**config.mk**
```make
export PLATFORM = sky130hd
export DESIGN_NAME = cpu_instr_fetch
export DESIGN_NICKNAME = d
export VERILOG_FILES = /design/src/rtl/cpu_pkg.sv /design/src/rtl/cpu_ifetch_fifo.sv /design/src/rtl/cpu_instr_fetch.sv
export SDC_FILE = /design/constraint.sdc
export NUM_CORES = 1
export LEC_CHECK = 0
export CAP_MARGIN = 10
export CORE_AREA = 10 10 159 161
export DETAILED_ROUTE_END_ITERATION = 10
export DIE_AREA = 0 0 169 171
export GPL_TIMING_DRIVEN = 1
export PLACE_DENSITY_LB_ADDON = 0.25
export SYNTH_ARGS = -nofsm -noshare
export SYNTH_HDL_FRONTEND = slang
export SYNTH_SLANG_ARGS = --single-unit
```
**constraint.sdc**
```tcl
create_clock -name clk -period 3.69 [get_ports clk]
set_clock_uncertainty 0.05 [all_clocks]
set_input_delay 0.369 -clock clk [delete_from_list [all_inputs] [get_ports clk]]
set_output_delay 0.369 -clock clk [all_outputs]
set_load 0.01 [all_outputs]
```
**src/rtl/cpu_pkg.sv**
```systemverilog
// Shared definitions for the CPU front end: fetch FSM encoding and instruction size.
package cpu_pkg;

   localparam int INSTR_BYTES = 4;

   typedef enum logic [1:0] {
      IFETCH_IDLE = 2'd0,
      IFETCH_WAIT = 2'd1,
      IFETCH_DROP = 2'd2
   } ifetch_state_e;

endpackage

```
**src/rtl/cpu_ifetch_fifo.sv**
```systemverilog
// Synchronous instruction buffer of {pc, data} entries with flush; DEPTH must be a power of 2.
module cpu_ifetch_fifo #(
   parameter int WIDTH = 64,
   parameter int DEPTH = 2
) (
   input  logic                     clk,
   input  logic                     rst_n,
   input  logic                     flush,
   input  logic                     push,
   input  logic [WIDTH-1:0]         wdata,
   input  logic                     pop,
   output logic [WIDTH-1:0]         rdata,
   output logic [$clog2(DEPTH):0]   count,
   output logic                     full,
   output logic                     empty
);

   localparam int PW = $clog2(DEPTH);
   localparam int CW = PW + 1;

   logic [WIDTH-1:0] mem [DEPTH];
   logic [PW-1:0]    wr_ptr;
   logic [PW-1:0]    rd_ptr;
   logic             wr_en;
   logic             rd_en;

   assign full  = (count == CW'(DEPTH));
   assign empty = (count == '0);
   assign wr_en = push && !flush && (!full || pop);
   assign rd_en = pop && !flush && !empty;
   assign rdata = mem[rd_ptr];

   // NOTE: non-blocking assignments in clocked blocks so every register samples pre-edge values.
   always_ff @(posedge clk) begin
      if (!rst_n || flush) begin
         wr_ptr <= '0;
         rd_ptr <= '0;
         count  <= '0;
      end else begin
         if (wr_en) wr_ptr <= wr_ptr + PW'(1);
         if (rd_en) rd_ptr <= rd_ptr + PW'(1);
         case ({wr_en, rd_en})
            2'b10:   count <= count + CW'(1);
            2'b01:   count <= count - CW'(1);
            default: count <= count;
         endcase
      end
   end

   // NOTE: storage is not reset; validity is tracked by count, so clearing the array buys nothing.
   always_ff @(posedge clk) begin
      if (wr_en) mem[wr_ptr] <= wdata;
   end

endmodule

```
**src/rtl/cpu_instr_fetch.sv**
```systemverilog
// Instruction fetch unit: owns fetch_pc, issues single-outstanding reads, buffers {pc,data}.
// Define IFETCH_MISALIGN_CHK_EN to flag misaligned redirects and stall fetch until corrected.
module cpu_instr_fetch
   import cpu_pkg::*;
#(
   parameter int                    ADDR_WIDTH = 32,
   parameter int                    DATA_WIDTH = 32,
   parameter logic [ADDR_WIDTH-1:0] RESET_ADDR = '0,
   parameter int                    FIFO_DEPTH = 2
) (
   input  logic                  clk,
   input  logic                  rst_n,
   input  logic                  redirect,
   input  logic [ADDR_WIDTH-1:0] redirect_pc,
   output logic                  imem_req,
   output logic [ADDR_WIDTH-1:0] imem_addr,
   input  logic                  imem_gnt,
   input  logic                  imem_rvalid,
   input  logic [DATA_WIDTH-1:0] imem_rdata,
   output logic                  instr_valid,
   output logic [DATA_WIDTH-1:0] instr_data,
   output logic [ADDR_WIDTH-1:0] instr_pc,
   input  logic                  instr_ready,
   output logic                  misalign_err
);

   localparam int CW = $clog2(FIFO_DEPTH) + 1;
   localparam int UW = CW + 1;
   localparam int EW = ADDR_WIDTH + DATA_WIDTH;

   ifetch_state_e         state;
   ifetch_state_e         state_nxt;
   logic [ADDR_WIDTH-1:0] fetch_pc;
   logic [ADDR_WIDTH-1:0] req_pc;
   logic [CW-1:0]         count;
   logic                  full;
   logic                  empty;
   logic [EW-1:0]         head;
   logic                  misalign;
   logic                  accept;
   logic                  resp_done;
   logic                  push;
   logic                  pop;
   logic [UW-1:0]         used;

   // A response returning this cycle frees the outstanding slot, and a pop frees a buffer
   // slot, so a new request can overlap both and sustain one fetch per cycle.
   assign pop       = instr_valid && instr_ready && !redirect;
   assign resp_done = (state != IFETCH_IDLE) && imem_rvalid;
   assign push      = (state == IFETCH_WAIT) && imem_rvalid && !redirect;
   assign used      = UW'(count) + UW'(push) - UW'(pop);
   assign imem_req  = rst_n && !redirect && !misalign
                      && ((state == IFETCH_IDLE) || resp_done)
                      && (used < UW'(FIFO_DEPTH));
   assign accept    = imem_req && imem_gnt;
   assign imem_addr = fetch_pc;

   // NOTE: every variable gets a default before the case so no latch is inferred.
   always_comb begin
      state_nxt = state;
      unique case (state)
         IFETCH_IDLE: if (accept) state_nxt = IFETCH_WAIT;
         IFETCH_WAIT: begin
            if (imem_rvalid)   state_nxt = accept ? IFETCH_WAIT : IFETCH_IDLE;
            else if (redirect) state_nxt = IFETCH_DROP;
         end
         IFETCH_DROP: if (imem_rvalid) state_nxt = accept ? IFETCH_WAIT : IFETCH_IDLE;
         default:     state_nxt = IFETCH_IDLE;
      endcase
   end

   always_ff @(posedge clk) begin
      if (!rst_n) begin
         state    <= IFETCH_IDLE;
         fetch_pc <= RESET_ADDR;
         req_pc   <= RESET_ADDR;
      end else begin
         state <= state_nxt;
         if (redirect)    fetch_pc <= {redirect_pc[ADDR_WIDTH-1:2], 2'b00};
         else if (accept) fetch_pc <= fetch_pc + ADDR_WIDTH'(INSTR_BYTES);
         if (accept)      req_pc   <= fetch_pc;
      end
   end

`ifdef IFETCH_MISALIGN_CHK_EN
   logic misalign_q;

   always_ff @(posedge clk) begin
      if (!rst_n)        misalign_q <= 1'b0;
      else if (redirect) misalign_q <= |redirect_pc[1:0];
   end

   assign misalign     = misalign_q;
   assign misalign_err = misalign_q;
`else
   logic unused_pc_low;

   assign unused_pc_low = ^redirect_pc[1:0];
   assign misalign      = 1'b0;
   assign misalign_err  = 1'b0;
`endif

   cpu_ifetch_fifo #(
      .WIDTH (EW),
      .DEPTH (FIFO_DEPTH)
   ) u_fifo (
      .clk   (clk),
      .rst_n (rst_n),
      .flush (redirect),
      .push  (push),
      .wdata ({req_pc, imem_rdata}),
      .pop   (pop),
      .rdata (head),
      .count (count),
      .full  (full),
      .empty (empty)
   );

   assign instr_valid = !empty;
   assign instr_pc    = head[EW-1:DATA_WIDTH];
   assign instr_data  = head[DATA_WIDTH-1:0];

   // Request gating must keep the buffer from ever being written while full.
   no_overflow_a: assert property (@(posedge clk) disable iff (!rst_n) !(push && full && !pop));

endmodule

```
==> flow_summary_export.csv, run 1 <==
group,metric,value,unit
sta,fin_setup_tns,0,ps
floorplan,dieWidth,169,um
route,vias_per_cell,4.958,
clock_network,cts.sinks,191,
layout,fillers,2050,
floorplan,die_h,171,um
critical_path,reg2reg_slack,150,ps
min_path,holdPathStages,0,
sta,drv_slew,0,
layout,utilization,45.88,%
floorplan,io_pins,169,
global_routing,grt.total_usage,13.63,%
critical_path,cpLargestDelayFamily,"simple AND/OR/NAND/NOR gates",
layout,drive_gt1_share,15.80,%
power_and_ir_drop,power.total,0.004332,W
critical_path,crit_fanout,9,
sta,fin_crit,3544,ps
global_routing,grt_pass1_wl,30770,um
route,detail-route-antenna-nets,0,
sta,holdWs,404.6,ps
global_routing,grt_pass1_vias,5455,
sta,timing.fmax,282.2,MHz
critical_path,slowest_stage,"or4_4",
synth,synth_seq_area_share,66.15,%
synth,syn_inst,605,
clock_network,path_clk_slew,80,ps
place,dp_hpwl,14000,um
sta,setup_viol,0,
critical_path,cp-end-kind,"flop",
critical_path,reg2regPathDepth,12,
layout,multi_input_area,2436,um2
clock_network,clockBufferDepth,2,
power_and_ir_drop,powerDensity,424.7,nW/um2
critical_path,slowest_delay,610,ps
synth,synth_ff_type,"edfxtp_1",
critical_path,critPathLaunchType,"flop",
synth,synth_edf_count,124,
global_routing,grt_max_degree,63,
floorplan,start_util,34.44,%
sta,relSlewSlack,29.52,%
synth,ys_warn_count,0,
layout,layout.nets,846,
sta,worst_pin_slew,1046,ps
global_routing,antenna_found_initial,1,
min_path,min-delay-start,"req_pc[3]",
critical_path,reg2reg_to,"imem_addr[25]",
floorplan,die_area,28900,um2
place,placed_cell_area,9627,um2
critical_path,cp.required,3990,ps
clock_network,root_buffer,"clkbuf_16",
critical_path,worstPathArrival,3840,ps
job,maxCapViolCount,0,
place,port-buffer-count,161,
synth,syn_avg_cell_area,12.65,um2
clock_network,cts_buffers,17,
power_and_ir_drop,leakagePower,3.492,nW
route,dr_total_vias,5305,
clock_network,cts_tree,"yes",
route,drc_errors,0,
min_path,hp-class,"reg -> reg",
route,dr.pass1.iters,6,
floorplan,coreArea,22230,um2
route,drt-initial-drc-count,272,
run_status,status,"completed",
critical_path,critical_path_class,"reg -> reg",
sta,hold_violations,0,
route,wl_per_cell,18.65,um
global_routing,overflow,0,
synth,ys_seq_elements,191,
layout,layout_common_cells,"clkdlybuf4s50_1, edfxtp_1, nand2_1",
sta,rsz0062_at_grt,"false",
place,place.gp.congestion,0.8085,
sta,fin_crit_sh,96.04,%
critical_path,path_buf_inv,1,
critical_path,cp_cell_sequence,"or2_2 > nand2_1 > nor2_1 > ha_1 > nand2b_1 > fa_1 > xnor2_2 > buf_4 > nand4_4 > or4_4 > or3_1 > a31oi_1",
layout,area_delta_synth_final,33.21,%
clock_network,ctsHtreeMaxLevel,4,
layout,final_area,10200,um2
floorplan,std_cell_rows,55,
min_path,holdPathEnd,"u_fifo.mem[0][35]",
critical_path,r2r-start,"u_fifo.count[1]",
clock_network,hold_buffers,0,
power_and_ir_drop,vdd_ir_drop_max,0.2879,mV
synth,ys_async_sr_fraction,0,%
layout,num_antenna_cells,0,
clock_network,clk_latency,430,ps
synth,yosysUniqueCellTypes,49,
synth,synth.cell_area,7656,um2
route,wl,19960,um
layout,area.sequential,5070,um2
layout,final_common_cell,"clkdlybuf4s50_1",
[through the flow]
step,setup slack [ps],cells
after global routing,42.81,1070
after floorplan,-288.7,609
after global placement,145.3,1036
after CTS,11.82,1069
after detailed placement,-38.79,1036
final,146.0,1070
[synth_stat cells (2+ instances only)]
cell type	instances	area (um2)
a22oi_1	2	15.01
nand2b_1	3	18.77
nand4_1	13	81.33
nand3_1	15	75.07
edfxtp_1	124	3724
inv_1	10	37.54
a21oi_1	45	225.2
nor3_1	8	40.04
or3_1	10	62.56
mux2_2	62	698.2
o311ai_0	2	17.52
a31oi_1	14	87.58
dfxtp_1	67	1341
xor2_1	8	70.07
xnor2_1	9	78.83
nor4_1	7	43.79
clkbuf_1	22	82.58
buf_1	5	18.77
buf_4	5	37.54
and4_1	5	43.79
mux2i_1	2	20.02
nand2_1	84	315.3
o211ai_1	2	15.01
or2_2	4	25.02
nor2_1	23	86.33
and2_1	2	12.51
o21ai_0	21	105.1
buf_2	2	10.01
and3_1	6	37.54
ha_1	3	37.54
a211oi_1	2	15.01
[report_power, final]
part | total (W) | switching, W | internal [W]
sequential | 0.00234 | 0.0000483 | 0.00229
combinational | 0.000265 | 0.000121 | 0.000143
clock | 0.00172 | 0.000836 | 0.000888
total | 0.00433 | 0.00101 | 0.00333
[what timing repair did]
action / in CTS / in global routing
setup buffers: 1 / 1
pin swaps: 1 / 1
gates resized for setup: 0 / 2
setup endpoints to repair: 1 / 2
[cells by family after synthesis]
| group | share of synthesized area (%) |
|---|---|
| DFF | 66.15 |
| muxes | 9.381 |
| other | 0.04898 |
| and+or+nand+nor | 12.14 |
| xor gates and xnor gates | 2.157 |
| AOI/OAI and AO/OA | 6.749 |
| buffers and inverters | 2.484 |
| adders and majority gates | 0.8826 |
[metal layers]
metal,vias to the layer above,global-route usage (%),part of all wire [%]
li1,2551,-,-
met1,2536,16.66,43
met2,199,22.15,48
met3,17,4.749,7.5
met4,2,4.240,1.2
met5,-,0,0.065
[cell type report]
cell class                 instances  share of cell area (%)
sequential                       191                   49.71
clock inverter                    14                   1.215
inverter                          11                  0.4049
timing repair buffer             178                   17.08
multi-input combinational        373                   23.89
tap                              285                   3.497
clock buffer                      18                   4.208
[worst max-delay path by stage]
stage	startpoint	end	slack (ps)	cells after the start
after global routing	u_fifo.count[0]	imem_addr[25]	40	12
after detailed placement	instr_ready	imem_addr[25]	-40	11
final	u_fifo.count[1]	imem_addr[25]	150	12
after global placement	instr_ready	imem_addr[27]	150	11
after CTS	u_fifo.count[1]	imem_req	10	9
after floorplan	redirect	u_fifo.mem[0][0]	-290	4
[registers in the layout, indices dropped and copies added (netlist names), named ones only]
register,flops
req_pc,30
u_fifo.wr_ptr,1
state,2
u_fifo.count,2
u_fifo.rd_ptr,1
u_fifo.mem,124
imem_addr,30
Note: power is estimated with default switching activity, not from simulation.
==> run 2, diff against run 1 <==
--- a/config.mk
+++ b/config.mk
@@ -6,9 +6,12 @@
 export NUM_CORES = 1
 export LEC_CHECK = 0
 export CAP_MARGIN = 10
-export CORE_AREA = 10 10 159 161
+export CELL_PAD_IN_SITES_DETAIL_PLACEMENT = 1
+export CELL_PAD_IN_SITES_GLOBAL_PLACEMENT = 2
+export CORE_AREA = 10 10 169 171
+export CTS_BUF_LIST = sky130_fd_sc_hd__clkbuf_8
 export DETAILED_ROUTE_END_ITERATION = 10
-export DIE_AREA = 0 0 169 171
+export DIE_AREA = 0 0 179 181
 export GPL_TIMING_DRIVEN = 1
 export PLACE_DENSITY_LB_ADDON = 0.25
 export SYNTH_ARGS = -nofsm -noshare
==> run 2 against run 1 <==
  * Count of clock-buffer cells in the layout fell by 1
  * Cell area rose by 0.26%
  * Cell count rose by 4.5%
  * Via count rose by 0.32%
  * Utilization fell by 5.0 points
  * Maximum frequency rose by 2.8%
  * Sequential power barely moved
  * Critical path type unchanged
==> flow_summary_export.csv, run 2 (synthesis gave the netlist of run 1 again) <==
group,metric,value,unit
global_routing,grt_pass1_vias,5638,
critical_path,slowest_delay,600,ps
route,detail-route-antenna-nets,0,
clock_network,clockBufferDepth,2,
clock_network,ctsHtreeMaxLevel,4,
power_and_ir_drop,leakagePower,3.471,nW
critical_path,crit_fanout,5,
layout,area.sequential,5066,um2
critical_path,cpLargestDelayFamily,"simple AND/OR/NAND/NOR gates",
route,wl_per_cell,19.26,um
clock_network,cts.sinks,191,
clock_network,hold_buffers,0,
floorplan,die_area,32400,um2
power_and_ir_drop,switching_share,23.67,%
global_routing,grt_pass1_wl,32840,um
power_and_ir_drop,pwr-share-comb,6.5,%
place,dp_hpwl,15740,um
sta,drv_slew,0,
critical_path,reg2reg_to,"imem_addr[27]",
critical_path,r2r-start,"u_fifo.count[0]",
sta,fin_crit,3448,ps
sta,worst_pin_slew,1005,ps
clock_network,cts_buffers,17,
sta,hold_violations,0,
power_and_ir_drop,power.total,0.004107,W
floorplan,start_util,30.58,%
route,dr.pass1.iters,4,
critical_path,reg2regPathDepth,12,
layout,final_common_cell,"clkdlybuf4s50_1",
layout,layout.nets,849,
global_routing,antenna_found_initial,0,
power_and_ir_drop,clkPwrFrac,36.4,%
route,drc_errors,0,
sta,relSlewSlack,32.27,%
min_path,holdPathEnd,"u_fifo.mem[0][36]",
route,drt-initial-drc-count,286,
critical_path,reg2reg_slack,240,ps
global_routing,grt.total_usage,13.03,%
critical_path,cp.required,4030,ps
floorplan,io_pins,169,
place,port-buffer-count,161,
floorplan,die_h,181,um
power_and_ir_drop,vdd_ir_drop_max,0.1882,mV
global_routing,grt_max_degree,47,
min_path,min-delay-start,"req_pc[4]",
critical_path,cp_cell_sequence,"or2_2 > nand2_1 > nor2_1 > ha_1 > nand2b_1 > fa_1 > xnor2_2 > buf_4 > nand4_4 > or4_4 > or3_1 > a31oi_1",
layout,multi_input_area,2436,um2
critical_path,critical_path_class,"reg -> reg",
critical_path,critPathLaunchType,"flop",
clock_network,path_clk_slew,110,ps
layout,num_antenna_cells,0,
sta,setup_viol,0,
min_path,hp-class,"reg -> reg",
layout,layout_common_cells,"clkdlybuf4s50_1, edfxtp_1, nand2_1",
floorplan,std_cell_rows,58,
power_and_ir_drop,sequentialPowerShare,57.1,%
power_and_ir_drop,powerDensity,401.7,nW/um2
clock_network,cts_tree,"yes",
clock_network,root_buffer,"clkbuf_8",
global_routing,overflow,0,
layout,drive_gt1_share,16.12,%
critical_path,worstPathArrival,3790,ps
critical_path,path_buf_inv,1,
floorplan,dieWidth,179,um
route,wl,21530,um
critical_path,slowest_stage,"or4_4",
route,dr_total_vias,5322,
run_status,status,"completed",
place,place.gp.congestion,0.7861,
place,placed_cell_area,9786,um2
power_and_ir_drop,switchingPower,0.0009721,W
place,place_ws,86.36,ps
job,maxCapViolCount,0,
critical_path,cp-end-kind,"flop",
sta,setup_slack,241.8,ps
min_path,holdPathStages,0,
sta,timing.fmax,290.0,MHz
layout,fillers,2666,
layout,largest_register_ffs,124,
power_and_ir_drop,power.internal,0.003135,W
route,vias_per_cell,4.760,
layout,regMostFlops,"u_fifo.mem",
sta,rsz0062_at_grt,"false",
layout,area_delta_synth_final,33.55,%
floorplan,coreArea,25040,um2
sta,fin_crit_sh,93.45,%
clock_network,clk_latency,470,ps
layout,final_area,10220,um2
run 2: cell types whose count changed in the layout (fill, tap and decap cells not counted), sizes merged:
cell      delta
buf          +3
bufinv       +3
clkbuf       -1
clkinv       -1
clkinvlp     -1
run 2: final cells by class:
cell class                      instances  area share (%)
Inverter                               11          0.4038
Timing Repair Buffer                  181           17.99
Sequential cell                       191           49.55
Clock buffer                           17           2.288
Multi-Input combinational cell        373           23.83
Clock inverter                         15           1.909
Tap cell                              330           4.038
run 2: what timing repair did:
item                       4_1_cts  5_1_grt
setup endpoints to repair        1        1
pin swaps                        1        0
gates resized for setup          0        1
setup buffers                    1        0
run 2: through the flow:
step | util [%] | hold slack (ps) | TNS [ps] | std cells
6_report | 40.84 | 413.9 | 0 | 1118
5_1_grt | 40.84 | 380.8 | 0 | 1118
4_1_cts | 40.83 | 386.8 | 0 | 1118
3_5_place_dp | 39.09 | 391.2 | 0 | 1085
3_3_place_gp | 39.09 | 386.5 | 0 | 1085
2_1_floorplan | - | 375.4 | -35800 | 609
run 2: power by group through the flow:
stage	clock (W)	sequential [W]	combinational, W
detailed placement	0	0.00240	0.000270
finish	0.00149	0.00235	0.000267
global placement	0	0.00239	0.000263
CTS	0.00156	0.00235	0.000271
global route	0.00164	0.00235	0.000290
floorplan	0	0.00239	0.0000914
run 2: worst max-delay path by stage:
stage | start | endpoint | cells after the start
finish | u_fifo.count[0] | imem_addr[27] | 12
global route | u_fifo.count[0] | imem_addr[27] | 12
CTS | u_fifo.count[0] | imem_req | 10
detailed placement | redirect | imem_addr[27] | 11
global placement | redirect | imem_addr[25] | 11
floorplan | redirect | u_fifo.mem[0][0] | 4
run 2: metal layers:
| layer | vias to the layer above | global-route usage (%) | share of wire [%] |
|---|---|---|---|
| met4 | 0 | 3.870 | 1.2 |
| met3 | 16 | 4.087 | 6.7 |
| met1 | 2591 | 16.81 | 46 |
| met5 | - | 0 | 0 |
| li1 | 2559 | - | - |
| met2 | 156 | 20.40 | 46 |
==> run 3, diff against run 2 <==
--- a/config.mk
+++ b/config.mk
@@ -8,12 +8,14 @@
 export CAP_MARGIN = 10
 export CELL_PAD_IN_SITES_DETAIL_PLACEMENT = 1
 export CELL_PAD_IN_SITES_GLOBAL_PLACEMENT = 2
-export CORE_AREA = 10 10 169 171
+export CORE_AREA = 10 10 159 161
 export CTS_BUF_LIST = sky130_fd_sc_hd__clkbuf_8
+export CTS_CLUSTER_SIZE = 16
 export DETAILED_ROUTE_END_ITERATION = 10
-export DIE_AREA = 0 0 179 181
+export DIE_AREA = 0 0 169 171
 export GPL_TIMING_DRIVEN = 1
 export PLACE_DENSITY_LB_ADDON = 0.25
+export SLEW_MARGIN = 20
 export SYNTH_ARGS = -nofsm -noshare
 export SYNTH_HDL_FRONTEND = slang
 export SYNTH_SLANG_ARGS = --single-unit
==> constraint.sdc (replaced) <==
create_clock -name clk -period 3.44 [get_ports clk]
set_clock_uncertainty 0.05 [all_clocks]
set_input_delay 0.344 -clock clk [delete_from_list [all_inputs] [get_ports clk]]
set_output_delay 0.344 -clock clk [all_outputs]
set_load 0.01 [all_outputs]
==> run 3 against run 2 <==
  * Sequential share of layout area up 0.56 points
  * Flip-flop and latch count unchanged
  * First-iteration DRC count up 21%
  * Critical endpoint is now imem_addr[25]
  * Utilization up 4.7 points
  * Total power up 3.3%
  * Die area down 11%
  * Clock power down 3%
  * Critical path depth unchanged
  * Cell count down 4.0%
==> flow_summary_export.csv, run 3 (synthesis gave the netlist of run 1 again) <==
group,metric,value,unit
route,wl_per_cell,20.05,um
layout,fillers,2339,
critical_path,cp.required,3780,ps
floorplan,dieWidth,169,um
clock_network,cts_tree,"yes",
route,wl,21520,um
sta,setup_viol,0,
layout,final_area,10120,um2
global_routing,use_met1,17.75,%
critical_path,critical_path_class,"reg -> reg",
critical_path,worstPathArrival,3610,ps
critical_path,crit_fanout,5,
sta,rsz0062_at_grt,"false",
global_routing,grt.total_usage,14.51,%
sta,fin_crit_sh,95.11,%
place,place_ws,-54.39,ps
floorplan,io_pins,169,
power_and_ir_drop,vdd_ir_drop_max,0.2015,mV
layout,drive_gt1_share,16.50,%
critical_path,reg2regPathDepth,12,
place,port-buffer-count,161,
sta,worst_pin_slew,899.2,ps
layout,largest_register_ffs,124,
route,detail-route-antenna-nets,0,
global_routing,grt_max_degree,63,
global_routing,overflow,0,
clock_network,clk_latency,450,ps
sta,fin_crit,3272,ps
global_routing,grt_use_met3,4.129,%
layout,area_delta_synth_final,32.15,%
clock_network,path_clk_slew,110,ps
route,dr_total_vias,5358,
critical_path,cpLargestDelayFamily,"simple AND/OR/NAND/NOR gates",
layout,layout.nets,849,
route,drc_errors,0,
clock_network,cts_buffers,17,
critical_path,critPathLaunchType,"flop",
clock_network,clockBufferDepth,2,
global_routing,grt_pass1_wl,32870,um
sta,relSlewSlack,40.05,%
critical_path,setup.worst_path.end,"imem_addr[25]",
min_path,hp-class,"reg -> reg",
global_routing,use_met2,24.56,%
sta,hold_violations,0,
floorplan,die_h,171,um
power_and_ir_drop,leakagePower,3.420,nW
floorplan,coreArea,22230,um2
route,dr.pass1.iters,4,
critical_path,path_buf_inv,1,
global_routing,grt_pass1_vias,5772,
layout,final_common_cell,"clkdlybuf4s50_1",
critical_path,reg2reg_slack,170,ps
layout,utilization,45.52,%
place,placed_cell_area,9687,um2
route,vias_per_cell,4.993,
route,drt-initial-drc-count,345,
run_status,status,"completed",
layout,regMostFlops,"u_fifo.mem",
critical_path,slowest_delay,590,ps
critical_path,reg2reg_to,"imem_addr[25]",
global_routing,antenna_found_initial,0,
critical_path,cp-startpoint,"u_fifo.count[0]",
layout,num_antenna_cells,0,
floorplan,start_util,34.44,%
clock_network,root_buffer,"clkbuf_8",
global_routing,busiest_layer,"met2",
sta,timing.fmax,305.6,MHz
clock_network,ctsHtreeMaxLevel,4,
critical_path,cp.depth,12,
min_path,holdPathStages,0,
critical_path,r2r-start,"u_fifo.count[0]",
job,maxCapViolCount,0,
place,place.gp.congestion,0.8009,
sta,fin_setup_tns,0,ps
sta,setup_slack,168.2,ps
critical_path,slowest_stage,"or4_4",
clock_network,hold_buffers,0,
place,dp_hpwl,15220,um
power_and_ir_drop,power.total,0.004243,W
floorplan,std_cell_rows,55,
critical_path,cp_cell_sequence,"or2_2 > nand2_2 > nor2_1 > ha_1 > nand2b_1 > fa_2 > xnor2_2 > buf_4 > nand4_4 > or4_4 > or3_1 > a31oi_1",
layout,layout_common_cells,"clkdlybuf4s50_1, edfxtp_1, nand2_1",
clock_network,cts.sinks,191,
power_and_ir_drop,powerDensity,419.4,nW/um2
floorplan,die_area,28900,um2
sta,drv_slew,0,
critical_path,cp-end-kind,"flop",
-- run 3: cell count changes in the layout (fill, tap and decap cells not counted), moves of 2 or more --
cell        previous run  this run
inv_8                  3         1
bufinv_16              3         1
buf_12                 6         3
clkinvlp_4             0         3
-- run 3: power breakdown --
| part | leakage [nW] | total, W | internal (W) | switching, W |
|---|---|---|---|---|
| combinational | 1.45 | 0.000293 | 0.000159 | 0.000134 |
| clock | 0.186 | 0.00144 | 0.000594 | 0.000844 |
| sequential | 1.78 | 0.00251 | 0.00246 | 0.0000522 |
-- run 3: per-layer routing --
layer,wire [um],vias up
met2,10530,137
met5,0,-
met1,9594,2662
met4,232,0
met3,1159,13
li1,-,2546
-- run 3: timing repair --
action | 4_1_cts | 5_1_grt
buffers inserted | 1 | 0
resized for setup | 1 | 6
pin swaps | 1 | 2
endpoints found under the setup margin | 1 | 11
cloned | 0 | 1
-- run 3: final cells by class --
| cell class | count | area (um2) | area share (%) |
|---|---|---|---|
| Inverter | 11 | 41.29 | 0.4081 |
| Clock inverter | 15 | 150.1 | 1.484 |
| Multi-Input combinational cell | 373 | 2446 | 24.18 |
| Sequential cell | 191 | 5070 | 50.11 |
| Timing Repair Buffer | 181 | 1819 | 17.98 |
| Tap cell | 285 | 356.6 | 3.525 |
| Clock buffer | 17 | 234.0 | 2.313 |
-- run 3: stage by stage --
stage	hold WS [ps]	std cells
global placement	383.0	1039
finish	392.5	1073
global route	373.0	1073
CTS	386.3	1072
detailed placement	390.0	1039
floorplan	373.3	609
-- run 3: worst min-delay path by stage --
stage                             end  slack [ps]           start
floorplan                    state[1]         370     imem_rvalid
global placement    u_fifo.mem[0][36]         380       req_pc[4]
detailed placement  u_fifo.mem[1][36]         390       req_pc[4]
CTS                  u_fifo.mem[0][4]         390   imem_rdata[4]
global route        u_fifo.mem[1][24]         370  imem_rdata[24]
finish              u_fifo.mem[0][36]         390       req_pc[4]
